==> src/rtl/fifo_drain_reader_if.sv <==
// Request, FIFO read-port and output stream signals of fifo_drain_reader.
// Optional stall_cnt exists only when FIFO_RD_STALL_CNT_EN is defined.
interface fifo_drain_reader_if #(
  parameter int DATA_WIDTH = 32,
  parameter int LEN_W      = 8
);
  logic                  req_valid;
  logic [LEN_W-1:0]      req_len;
  logic                  req_ready;
  logic                  empty_ind;
  logic [DATA_WIDTH-1:0] fifo_data;
  logic                  trans_read;
  logic                  m_valid;
  logic [DATA_WIDTH-1:0] m_data;
  logic                  m_last;
  logic                  m_ready;
  logic                  done;
`ifdef FIFO_RD_STALL_CNT_EN
  logic [15:0]           stall_cnt;
`endif

  modport master (
    input  req_valid, req_len,
    input  empty_ind, fifo_data,
    input  m_ready,
    output req_ready, trans_read,
    output m_valid, m_data, m_last,
    output done
`ifdef FIFO_RD_STALL_CNT_EN
    , output stall_cnt
`endif
  );

  modport slave (
    output req_valid, req_len,
    output empty_ind, fifo_data,
    output m_ready,
    input  req_ready, trans_read,
    input  m_valid, m_data, m_last,
    input  done
`ifdef FIFO_RD_STALL_CNT_EN
    , input stall_cnt
`endif
  );
endinterface

==> src/rtl/fifo_drain_reader.sv <==
// Drains N words from a FIFO read port into a valid/ready stream.
// Define FIFO_RD_STALL_CNT_EN to add the empty-stall counter output.
module fifo_drain_reader #(
  parameter int DATA_WIDTH = 32,
  parameter int LEN_W      = 8
) (
  input  logic                clk_in,
  input  logic                sreset,
  fifo_drain_reader_if.master bus
);

  typedef enum logic [1:0] {
    IDLE,
    RUN,
    DRAIN,
    DONE
  } state_t;

  state_t                state_q, state_d;
  logic [LEN_W-1:0]      rem_q, rem_d;
  logic [1:0]            occ_q, occ_d;
  logic [DATA_WIDTH-1:0] dat0_q, dat0_d;
  logic [DATA_WIDTH-1:0] dat1_q, dat1_d;
  logic                  lst0_q, lst0_d;
  logic                  lst1_q, lst1_d;

  logic req_hs;
  logic rd;
  logic pop;
  logic rd_last;

  assign req_hs  = bus.req_valid && (state_q == IDLE);
  assign rd      = (state_q == RUN)
                && (rem_q != '0)
                && !bus.empty_ind
                && (occ_q < 2'd2);
  assign pop     = (occ_q != 2'd0) && bus.m_ready;
  assign rd_last = (rem_q == LEN_W'(1));

  assign bus.req_ready  = (state_q == IDLE);
  assign bus.trans_read = rd;
  assign bus.m_valid    = (occ_q != 2'd0);
  assign bus.m_data     = dat0_q;
  assign bus.m_last     = (occ_q != 2'd0) && lst0_q;
  assign bus.done       = (state_q == DONE);

  always_comb begin
    state_d = state_q;
    rem_d   = rem_q;
    unique case (state_q)
      IDLE: begin
        if (req_hs) begin
          if (bus.req_len != '0) begin
            rem_d   = bus.req_len;
            state_d = RUN;
          end else begin
            state_d = DONE;
          end
        end
      end
      RUN: begin
        if (rd) begin
          rem_d = rem_q - LEN_W'(1);
          if (rd_last) state_d = DRAIN;
        end
      end
      DRAIN: begin
        if (pop && lst0_q) state_d = DONE;
      end
      DONE: state_d = IDLE;
      default: state_d = IDLE;
    endcase
  end

  // rd needs occ<2 and pop needs occ>0, so a
  // simultaneous push/pop only happens at occ==1.
  always_comb begin
    occ_d  = occ_q;
    dat0_d = dat0_q;
    dat1_d = dat1_q;
    lst0_d = lst0_q;
    lst1_d = lst1_q;
    unique case (1'b1)
      rd && pop: begin
        dat0_d = bus.fifo_data;
        lst0_d = rd_last;
      end
      rd && !pop: begin
        if (occ_q == 2'd0) begin
          dat0_d = bus.fifo_data;
          lst0_d = rd_last;
        end else begin
          dat1_d = bus.fifo_data;
          lst1_d = rd_last;
        end
        occ_d = occ_q + 2'd1;
      end
      !rd && pop: begin
        dat0_d = dat1_q;
        lst0_d = lst1_q;
        occ_d  = occ_q - 2'd1;
      end
      default: ;
    endcase
  end

  always_ff @(posedge clk_in) begin
    if (sreset) begin
      state_q <= IDLE;
      rem_q   <= '0;
      occ_q   <= 2'd0;
      dat0_q  <= '0;
      dat1_q  <= '0;
      lst0_q  <= 1'b0;
      lst1_q  <= 1'b0;
    end else begin
      state_q <= state_d;
      rem_q   <= rem_d;
      occ_q   <= occ_d;
      dat0_q  <= dat0_d;
      dat1_q  <= dat1_d;
      lst0_q  <= lst0_d;
      lst1_q  <= lst1_d;
    end
  end

`ifdef FIFO_RD_STALL_CNT_EN
  logic [15:0] stall_q, stall_d;

  always_comb begin
    stall_d = stall_q;
    if (req_hs) begin
      stall_d = 16'h0;
    end else if ((state_q == RUN) && bus.empty_ind
                 && (stall_q != 16'hFFFF)) begin
      stall_d = stall_q + 16'h1;
    end
  end

  always_ff @(posedge clk_in) begin
    if (sreset) stall_q <= 16'h0;
    else        stall_q <= stall_d;
  end

  assign bus.stall_cnt = stall_q;
`endif

endmodule

==> src/flat_wrapper.sv <==
// flat-port wrapper written by rule: the top's interface ports become plain ports
module fifo_drain_reader_flat 
#(
  parameter int DATA_WIDTH = 32,
  parameter int LEN_W      = 8
)
  (clk_in, sreset, bus_req_valid, bus_req_len, bus_empty_ind, bus_fifo_data, bus_m_ready, bus_req_ready, bus_trans_read, bus_m_valid, bus_m_data, bus_m_last, bus_done);
  fifo_drain_reader_if #(.DATA_WIDTH(DATA_WIDTH), .LEN_W(LEN_W)) bus_i ();
  input  logic clk_in;
  input  logic sreset;
  input wire logic [$bits(bus_i.req_valid)-1:0] bus_req_valid;
  input wire logic [$bits(bus_i.req_len)-1:0] bus_req_len;
  input wire logic [$bits(bus_i.empty_ind)-1:0] bus_empty_ind;
  input wire logic [$bits(bus_i.fifo_data)-1:0] bus_fifo_data;
  input wire logic [$bits(bus_i.m_ready)-1:0] bus_m_ready;
  output wire logic [$bits(bus_i.req_ready)-1:0] bus_req_ready;
  output wire logic [$bits(bus_i.trans_read)-1:0] bus_trans_read;
  output wire logic [$bits(bus_i.m_valid)-1:0] bus_m_valid;
  output wire logic [$bits(bus_i.m_data)-1:0] bus_m_data;
  output wire logic [$bits(bus_i.m_last)-1:0] bus_m_last;
  output wire logic [$bits(bus_i.done)-1:0] bus_done;
  assign bus_i.req_valid = bus_req_valid;
  assign bus_i.req_len = bus_req_len;
  assign bus_i.empty_ind = bus_empty_ind;
  assign bus_i.fifo_data = bus_fifo_data;
  assign bus_i.m_ready = bus_m_ready;
  assign bus_req_ready = bus_i.req_ready;
  assign bus_trans_read = bus_i.trans_read;
  assign bus_m_valid = bus_i.m_valid;
  assign bus_m_data = bus_i.m_data;
  assign bus_m_last = bus_i.m_last;
  assign bus_done = bus_i.done;
  fifo_drain_reader #(.DATA_WIDTH(DATA_WIDTH), .LEN_W(LEN_W)) u_core (.clk_in(clk_in), .sreset(sreset), .bus(bus_i));
endmodule
==> config.mk <==
export PLATFORM = sky130hd
export DESIGN_NAME = fifo_drain_reader_flat
export DESIGN_NICKNAME = d
export VERILOG_FILES = /design/src/rtl/fifo_drain_reader_if.sv /design/src/rtl/fifo_drain_reader.sv /design/src/flat_wrapper.sv
export SDC_FILE = /design/constraint.sdc
export NUM_CORES = 1
export LEC_CHECK = 0
export BUFFER_PORTS_ARGS = -buffer_cell sky130_fd_sc_hd__buf_2
export CORE_MARGIN = 5
export CORE_UTILIZATION = 54
export DETAILED_ROUTE_END_ITERATION = 8
export PLACE_DENSITY = 0.83
export SYNTH_ARGS = -nofsm -noshare
export SYNTH_HDL_FRONTEND = slang
export SYNTH_SLANG_ARGS = --single-unit
==> constraint.sdc <==
create_clock -name clk_in -period 3.05 [get_ports clk_in]
set_input_delay 0.61 -clock clk_in [delete_from_list [all_inputs] [get_ports clk_in]]
set_output_delay 0.61 -clock clk_in [all_outputs]
set_load 0.02 [all_outputs]
After elaboration in Yosys (flattened, before gate mapping)
Index checks and enable logic that the tools add are counted.
W data, S select, Z words.
{ "op_classes": {"addsub": 3, "magnitude_cmp": 1, "eq_ne": 10, "n_mux": 15, "n_bitwise": 1, "n_reduce_logical": 25} }
{ "op_table": {"columns": ["cell", "count"], "rows": [
  ["$pmux W32 S3", 1],
  ["$mux W32", 1],
  ["$mux W8", 3],
  ["$pmux W8 S2", 1],
  ["$reduce_bool A8 Y1", 2],
  ["$logic_and A1 B1 Y1", 10],
  ["$mux W2", 5],
  ["$ne A2 B1 Y1 const B", 5],
  ["$eq A8 B1 Y1 const B", 1],
  ["$pmux W2 S4", 1],
  ["$reduce_and A4 Y1", 2],
  ["$sub A8 B1 Y8 const B", 1],
  ["$reduce_bool A2 Y1", 3],
  ["$eq A2 B2 Y1 const B", 2],
  ["$logic_not A2 Y1", 2],
  ["$pmux W2 S2", 1],
  ["$reduce_and A2 Y1", 2],
  ["$logic_not A1 Y1", 3],
  ["$pmux W1 S3", 1],
  ["$reduce_bool A3 Y1", 1],
  ["$add A2 B1 Y2 const B", 1],
  ["$eq A2 B1 Y1 const B", 1],
  ["$lt A2 B2 Y1 const B", 1],
  ["$ne A2 B2 Y1 const B", 1],
  ["other kinds (3)", 3]
]} }
{ "word_totals": {"regBits": 78, "out_inout_bits": 37, "word_cells": 62} }

Logic depth before layout (Yosys ltp)
Gate-level depths: netlist of run 1.
{ "depth": {"depth_word": 8, "mapped_depth": 12} }

Least setup slack after synthesis of run 1
No wires, ideal clock.
{ "synth_timing": {"kind": "reg-to-reg", "start": "register u_core.occ_q[0]", "end": "register u_core.dat0_q[11], in the netlist u_core.bus.m_data[11]", "setup_time_ns": 0.146, "arrival_time_ns": 2.548, "required_ns": 2.904, "path_slack_ns": 0.356, "path_stages_with_launch": 11, "n_path_buf": 5, "cell_sequence": "dfxtp_1 > or2_1 > buf_2 > and2_1 > buf_2 > buf_1 > ha_1 > clkbuf_1 > clkbuf_1 > mux2i_1 > a211oi_2"} }
{ "synth_between": {"elab_chain_cells": 6, "elab_cells_between_ends": 14, "cone_classes": "order compare: 1; eq/ne: 1; mux: 1; reduce/logical: 11"} }
{ "synth_lines": {"columns": ["item", "line", "text"], "rows": [
  ["start, declared", "fifo_drain_reader.sv:21", "logic [1:0] occ_q, occ_d;"],
  ["start signal, assigned", "fifo_drain_reader.sv:111", "occ_q <= 2'd0;"],
  ["start signal, assigned", "fifo_drain_reader.sv:119", "occ_q <= occ_d;"],
  ["$reduce_bool A2 Y1 *", null, null],
  ["via bus_m_valid", "flat_wrapper.sv:18", "output wire logic [$bits(bus_i.m_valid)-1:0] bus_m_valid;"],
  ["$logic_and A1 B1 Y1 *", "fifo_drain_reader.sv:37", "assign pop = (occ_q != 2'd0) && bus.m_ready;"],
  ["$logic_not A1 Y1", "fifo_drain_reader.sv:88", "rd && !pop: begin"],
  ["$logic_and A1 B1 Y1", "fifo_drain_reader.sv:88", null],
  ["$ne A2 B2 Y1 (no line) / $reduce_bool A3 Y1 (equally long branches)", null, null],
  ["$reduce_and A2 Y1 (no line)", null, null],
  ["end signal, assigned", "fifo_drain_reader.sv:120", "dat0_q <= dat0_d;"],
  ["end, declared", "fifo_drain_reader.sv:22", "logic [DATA_WIDTH-1:0] dat0_q, dat0_d;"]
]} }
Mark *: on every way through the listed nets, which the timed path passes. The rest lies on a longest branch.
A chain may end at the register's enable or synchronous reset.

Worst setup path in the final report of run 1
{ "layout_timing": {"start": "register u_core.rem_q[2]", "end": "register u_core.dat0_q[19], in the netlist u_core.bus.m_data[19]"} }
{ "layout_between": {"elab_chain_cells": 8, "elab_cells_between_ends": 12, "cone_classes": "eq/ne: 1; mux: 1; reduce/logical: 10"} }
{ "layout_lines": {"columns": ["item", "line", "text"], "rows": [
  ["start, declared", "fifo_drain_reader.sv:20", "logic [LEN_W-1:0] rem_q, rem_d;"],
  ["start signal, assigned", "fifo_drain_reader.sv:118", "rem_q <= rem_d;"],
  ["$reduce_bool A8 Y1 *", "fifo_drain_reader.sv:34", "&& (rem_q != '0)"],
  ["$logic_and A1 B1 Y1 *", "fifo_drain_reader.sv:34", null],
  ["$logic_and A1 B1 Y1 *", "fifo_drain_reader.sv:35", "&& !bus.empty_ind"],
  ["$logic_and A1 B1 Y1 *", "fifo_drain_reader.sv:36", "&& (occ_q < 2'd2);"],
  ["$logic_not A1 Y1", "fifo_drain_reader.sv:98", "!rd && pop: begin"],
  ["$logic_and A1 B1 Y1", "fifo_drain_reader.sv:98", null],
  ["$reduce_bool A3 Y1 (no line)", null, null],
  ["$reduce_and A2 Y1 (no line)", null, null]
]} }
Every way passes the cells marked *; elsewhere a longest branch is shown, timed or not.

==> flow_metrics.py, run 1 <==
metrics = {
    "outcome": {
        "status": "completed",
    },
    "clocking": {
        "post_cts_resize_count": 0,
        "clockRootBuffer": "clkbuf_8",
        "cts_buffers": 9,
        "cts_hold_buf": 0,
        "cts_max_level": 3,
        "cts.sinks": 78,
        "cts_tree": "yes",
        "clk_pin_slew_worst_paths_ns": 0.08,
        "clockBufferDepth": 2,
        "post_cts_buffers": 0,
        "clk_latency_ns": 0.35,
    },
    "die": {
        "core_area_mm2": 0.00679,
        "die_width_um": 93.6,
        "die_y_um": 93.6,
        "ioPinCount": 82,
        "die-area_mm2": 0.00875,
        "row_count": 30,
        "start_util_pct": 55.5,
    },
    "setup_path": {
        "startpoint": "u_core.rem_q[2]",
        "critical_path.reg2reg.endpoint": "u_core.bus.m_data[19]",
        "arrival_ns": 2.87,
        "cp.required_ns": 3.26,
        "endpoint": "u_core.bus.m_data[19]",
        "r2r_start": "u_core.rem_q[2]",
        "cpMaxStageDelayCell": "ha_2",
        "reg2reg_depth": 7,
        "cpPeakStageDelay_ns": 0.65,
        "start_kind": "register",
        "critPathKind": "reg -> reg",
        "cp_max_fo": 23,
        "worstSetupEndpointType": "register",
        "path_cells": "nor2_1 > and3_1 > or3_1 > ha_2 > buf_4 > mux2i_1 > a211oi_2",
        "r2r_setup_slack_ns": 0.40,
    },
    "power": {
        "pwr_density_cell_mw_per_mm2": 1070,
        "pwr-share-clk_pct": 18.2,
        "leakage_nw": 1.69,
        "vdd_drop_max_mv": 0.611,
        "swShare_pct": 42.2,
        "sequentialPowerShare_pct": 31.5,
        "combPwrFrac_pct": 50.3,
        "power.switching_mw": 2.01,
        "p_int_mw": 2.76,
    },
    "synthesis": {
        "syn_nets": 473,
        "syn-mean-instance-area_um2": 9.00,
        "yosysWarnings": 0,
        "ys_seq_elements": 78,
        "yosysSeqAreaShare_pct": 41.4,
        "async_flop_share_pct": 0,
        "synthCells": 419,
        "synth.top_cell.area_share_pct": 41.4,
        "synth.area.top_cells": "dfxtp_1 (41%), a211oi_2 (10%), mux2i_1 (8.8%)",
        "ys.flop_type": "dfxtp_1",
        "synth_edf_count": 0,
        "synth_cell_types": 47,
        "syn-cell-area_mm2": 0.00377,
        "synth_largest_area_cell": "dfxtp_1",
    },
    "global_route": {
        "grt_max_degree": 37,
        "grtUsageTotal_pct": 21.5,
        "grt_overflow": 0,
        "grt_pass1_wl_um": 15000,
        "antenna_found_initial": 0,
        "grt_pass1_vias": 3196,
    },
    "placed_design": {
        "portBuffers": 81,
        "dpl_cell_area_mm2": 0.00424,
        "place_worst_setup_slack_ns": 0.471,
        "dp_hpwl_um": 6270,
        "gp_congestion": 0.873,
    },
    "cells_and_area": {
        "area_growth_syn_to_layout_pct": 18.3,
        "nets": 539,
        "design_area_mm2": 0.00446,
        "antenna_cells": 0,
        "layout_common_cells": "buf_2 (81), dfxtp_1 (78), nand2_1 (72), a21oi_1 (43), nor3_1 (36)",
        "layout-drive-gt1-share_pct": 29.4,
        "final_core_util_pct": 65.6,
        "final_common_cell": "buf_2",
    },
    "detailed_routing": {
        "routed_wl_um": 9190,
        "dr.pass1.iters": 4,
        "drt-initial-drc-count": 169,
        "met3_length_um": 582,
        "vias": 3333,
        "top_layer": "met4",
        "route.met2.wl_um": 4600,
        "antenna_left": 0,
        "post_drt_wl_per_cell_um": 15.7,
        "vias_per_cell": 5.70,
        "met1Wirelength_um": 3890,
        "drc": 0,
    },
    "sta": {
        "worst-slew-pin-transition_ns": 0.843,
        "setup_viol": 0,
        "max_slew_margin_pct": 43.3,
        "slew_violations": 0,
        "layout_min_cycle_time_ns": 2.65,
        "max_freq_ghz": 0.377,
        "fin_worst_skew_ns": 0.00839,
        "setup_ws_ns": 0.396,
        "grt_setup_unrepaired": "no",
        "hold_viol": 0,
        "post-route-period-util_pct": 87.0,
        "fin_tns_setup_ns": 0,
    },
    "worst_hold_path": {
        "hp-start": "u_core.dat1_q[11]",
        "hold_class": "reg -> reg",
    },
    "run": {
        "max_cap_violations": 0,
    },
}
power by group through the flow:
stage / sequential [mW] / combinational [mW] / clock (mW)
6_report: 1.50 / 2.39 / 0.869
5_1_grt: 1.53 / 2.62 / 0.929
4_1_cts: 1.50 / 2.41 / 0.881
3_5_place_dp: 1.52 / 2.40 / 0
3_3_place_gp: 1.51 / 2.33 / 0
2_1_floorplan: 1.72 / 1.61 / 0
how the worst min path moves through the flow:
stage | end | cells after the start
after floorplan | u_core.dat1_q[0] | 2
after detailed placement | u_core.dat1_q[31] | 2
final | u_core.dat1_q[11] | 2
after CTS | u_core.dat1_q[1] | 2
after global placement | u_core.dat1_q[26] | 2
after global routing | u_core.dat1_q[19] | 2
cell type report:
cell class,count,area [um^2]
inverters,13,48.8
clock inverters,3,67.6
fillers,573,2330
well taps,96,120
multi-input cells,290,1990
repair buffers,93,520
clock buffers,12,155
flip-flops and latches,78,1560
cells by family after synthesis:
family          count (synthesis)  share of synthesized area, %
mux                            33                          8.76
compound gates                100                          21.6
xor+xnor                        2                         0.465
buf+inv                        51                          6.27
flops                          78                          41.4
simple gates                  146                          18.5
fa+ha+maj                       9                          2.99
per-layer routing:
layer,vias up,global-route usage (%)
li1,1629,-
met1,1589,26.3
met2,102,37.2
met3,13,4.75
met4,0,7.22
met5,-,0
critical path: cells and delay by family (launching register included):
family,cells,cell delay [ns]
adders and majority gates,1,0.65
DFF,1,0.36
and+or+nand+nor,3,0.71
muxes,1,0.29
buffers and inverters,1,0.38
AOI/OAI and AO/OA,1,0.11
registers in the layout, indices dropped and copies added, names as in the netlist:
name and cells:
u_core.lst1_q 1, u_core.dat1_q 32, u_core.lst0_q 1, u_core.bus.m_data 32, u_core.occ_q 2, u_core.rem_q 8, u_core.state_q 2
synth_stat cells (all sizes together) (3+ instances only):
master   n
and2     3
nor4     7
inv     13
nor2     8
a21oi   43
dfxtp   78
o32ai    4
nand2   72
nor3    36
o21ai    3
a211oi  33
mux2i   33
o41ai    3
nor2b    3
clkbuf  29
or3      3
ha       9
a311oi   4
buf      9
nand2b   3
stage by stage:
stage	total power, mW	std cells	hold slack (ns)
CTS	4.79	585	0.458
global route	5.08	585	0.477
global placement	3.83	570	0.441
detailed placement	3.92	570	0.448
floorplan	3.33	419	0.436
finish	4.77	585	0.457
Power figures use the tool's default switching activity.
==> inputs of run 2 (changes only) <==
--- a/config.mk
+++ b/config.mk
@@ -9,7 +9,7 @@
 export CORE_MARGIN = 5
 export CORE_UTILIZATION = 54
 export DETAILED_ROUTE_END_ITERATION = 8
-export PLACE_DENSITY = 0.83
+export PLACE_DENSITY = 0.79
 export SYNTH_ARGS = -nofsm -noshare
 export SYNTH_HDL_FRONTEND = slang
 export SYNTH_SLANG_ARGS = --single-unit
==> flow_metrics.py, run 2 (synthesis gave the netlist of run 1 again) <==
metrics = {
    "outcome": {
        "status": "completed",
    },
    "power": {
        "sequentialPowerShare_pct": 32.2,
        "pwr-share-clk_pct": 16.6,
        "power.switching_mw": 2.01,
        "pwr_density_cell_mw_per_mm2": 1050,
        "swShare_pct": 43.1,
        "p_int_mw": 2.66,
        "combPwrFrac_pct": 51.2,
        "leakage_nw": 1.68,
        "finalPower_mw": 4.67,
        "vdd_drop_max_mv": 0.643,
    },
    "cells_and_area": {
        "antenna_cells": 0,
        "final_common_cell": "buf_2",
        "area_growth_syn_to_layout_pct": 17.8,
        "layout-drive-gt1-share_pct": 29.4,
        "nets": 538,
        "layout_common_cells": "buf_2 (81), dfxtp_1 (78), nand2_1 (72), a21oi_1 (43), nor3_1 (36)",
        "final_core_util_pct": 65.3,
        "fillCellCount": 572,
    },
    "global_route": {
        "grt_pass1_vias": 3261,
        "grt_max_degree": 41,
        "grtUsageTotal_pct": 21.3,
        "grt_pass1_wl_um": 15000,
        "antenna_found_initial": 0,
        "grt_overflow": 0,
    },
    "setup_path": {
        "cp.required_ns": 3.26,
        "cp_top_family": "simple AND/OR/NAND/NOR gates",
        "r2r_start": "u_core.rem_q[2]",
        "crit_buf_inv": 1,
        "path_depth": 7,
        "cp_max_fo": 23,
        "arrival_ns": 2.81,
        "path_cells": "nor2_1 > and3_1 > or3_1 > ha_2 > buf_4 > mux2i_1 > a211oi_2",
        "worstSetupEndpointType": "register",
        "r2r_setup_slack_ns": 0.45,
        "cpPeakStageDelay_ns": 0.65,
        "cpMaxStageDelayCell": "ha_2",
        "reg2reg_depth": 7,
        "start_kind": "register",
        "critical_path.reg2reg.endpoint": "u_core.bus.m_data[11]",
        "critPathKind": "reg -> reg",
    },
    "run": {
        "max_cap_violations": 0,
    },
    "sta": {
        "grt_setup_unrepaired": "no",
        "max_slew_margin_pct": 41.6,
        "fin_tns_setup_ns": 0,
        "layout_min_cycle_time_ns": 2.60,
        "post-route-period-util_pct": 85.2,
        "slew_violations": 0,
        "hold_ws_ns": 0.456,
        "setup_viol": 0,
        "hold_viol": 0,
        "worst-slew-pin-transition_ns": 0.876,
        "max_freq_ghz": 0.385,
        "fin_worst_skew_ns": 0.00999,
    },
    "detailed_routing": {
        "antenna_left": 0,
        "drc": 0,
        "vias_per_cell": 5.69,
        "routed_wl_um": 9030,
        "post_drt_wl_per_cell_um": 15.4,
        "vias": 3331,
        "drt-initial-drc-count": 187,
        "dr.pass1.iters": 5,
    },
    "clocking": {
        "clockRootBuffer": "clkbuf_8",
        "clk_pin_slew_worst_paths_ns": 0.08,
        "cts_hold_buf": 0,
        "cts_tree": "yes",
        "post_cts_resize_count": 0,
        "cts_max_level": 3,
        "cts_buffers": 9,
        "post_cts_buffers": 0,
        "clk_latency_ns": 0.35,
        "clockBufferDepth": 2,
        "cts.sinks": 78,
    },
    "placed_design": {
        "dp_hpwl_um": 6160,
        "portBuffers": 81,
        "gp_congestion": 0.872,
    },
    "worst_hold_path": {
        "hp-start": "u_core.dat1_q[24]",
        "holdPathStages": 2,
        "hold_class": "reg -> reg",
        "min_to": "u_core.dat1_q[24]",
    },
    "die": {
        "start_util_pct": 55.5,
        "ioPinCount": 82,
        "core_area_mm2": 0.00679,
        "die_y_um": 93.6,
        "row_count": 30,
        "die_width_um": 93.6,
        "die-area_mm2": 0.00875,
    },
}
run 2: cell count changes in the layout (fill, tap and decap cells not counted):
cell       delta
buf_4         -2
clkbuf_8      -1
buf_12        +1
inv_6         +1
bufinv_16     -1
clkinv_2      +2
run 2: worst max path at each step:
stage,from,endpoint,slack [ns]
global placement,bus_empty_ind,u_core.bus.m_data[5],0.53
finish,u_core.rem_q[2],u_core.bus.m_data[11],0.45
floorplan,u_core.occ_q[0],u_core.bus.m_data[11],0.36
CTS,u_core.rem_q[2],u_core.bus.m_data[11],0.45
detailed placement,u_core.rem_q[2],u_core.bus.m_data[13],0.46
global route,u_core.rem_q[2],u_core.bus.m_data[11],0.27
run 2: area by class of cell:
class | instances | area [um^2] | share of cell area [%]
Clock buffer | 11 | 141 | 3.18
Clock inverter | 5 | 56.3 | 1.27
Inverter | 13 | 48.8 | 1.10
Multi-Input combinational cell | 290 | 1990 | 44.7
Sequential cell | 78 | 1560 | 35.2
Tap cell | 96 | 120 | 2.71
Timing Repair Buffer | 92 | 526 | 11.8
run 2: stage by stage:
stage          area (um^2)  setup WS [ns]  instances
3_5_place_dp          4240          0.464        569
5_1_grt               4440          0.267        585
2_1_floorplan         3770          0.356        419
6_report              4440          0.450        585
4_1_cts               4440          0.449        585
3_3_place_gp          4240          0.526        569
run 2: metal layers:
layer  global-route usage, %  up-vias  part of all wire [%]
met1                    25.7     1561                    41
li1                        -     1629                     -
met2                    36.5      128                    50
met5                       0        -                     0
met4                    6.62        0                   1.5
met3                    6.11       13                   7.9
run 2: worst min-delay path, cell delays in order (launching register included):
cell and delay [ns]:
dfxtp_1 0.31, nand2_1 0.05, a21oi_1 0.05
run 2: power by group through the flow:
stage                     clock, mW  combinational [mW]  sequential (mW)
after detailed placement          0                2.39             1.52
after CTS                     0.791                2.40             1.50
final                         0.775                2.39             1.50
after global placement            0                2.34             1.51
after global routing          0.836                2.60             1.54
after floorplan                   0                1.61             1.72
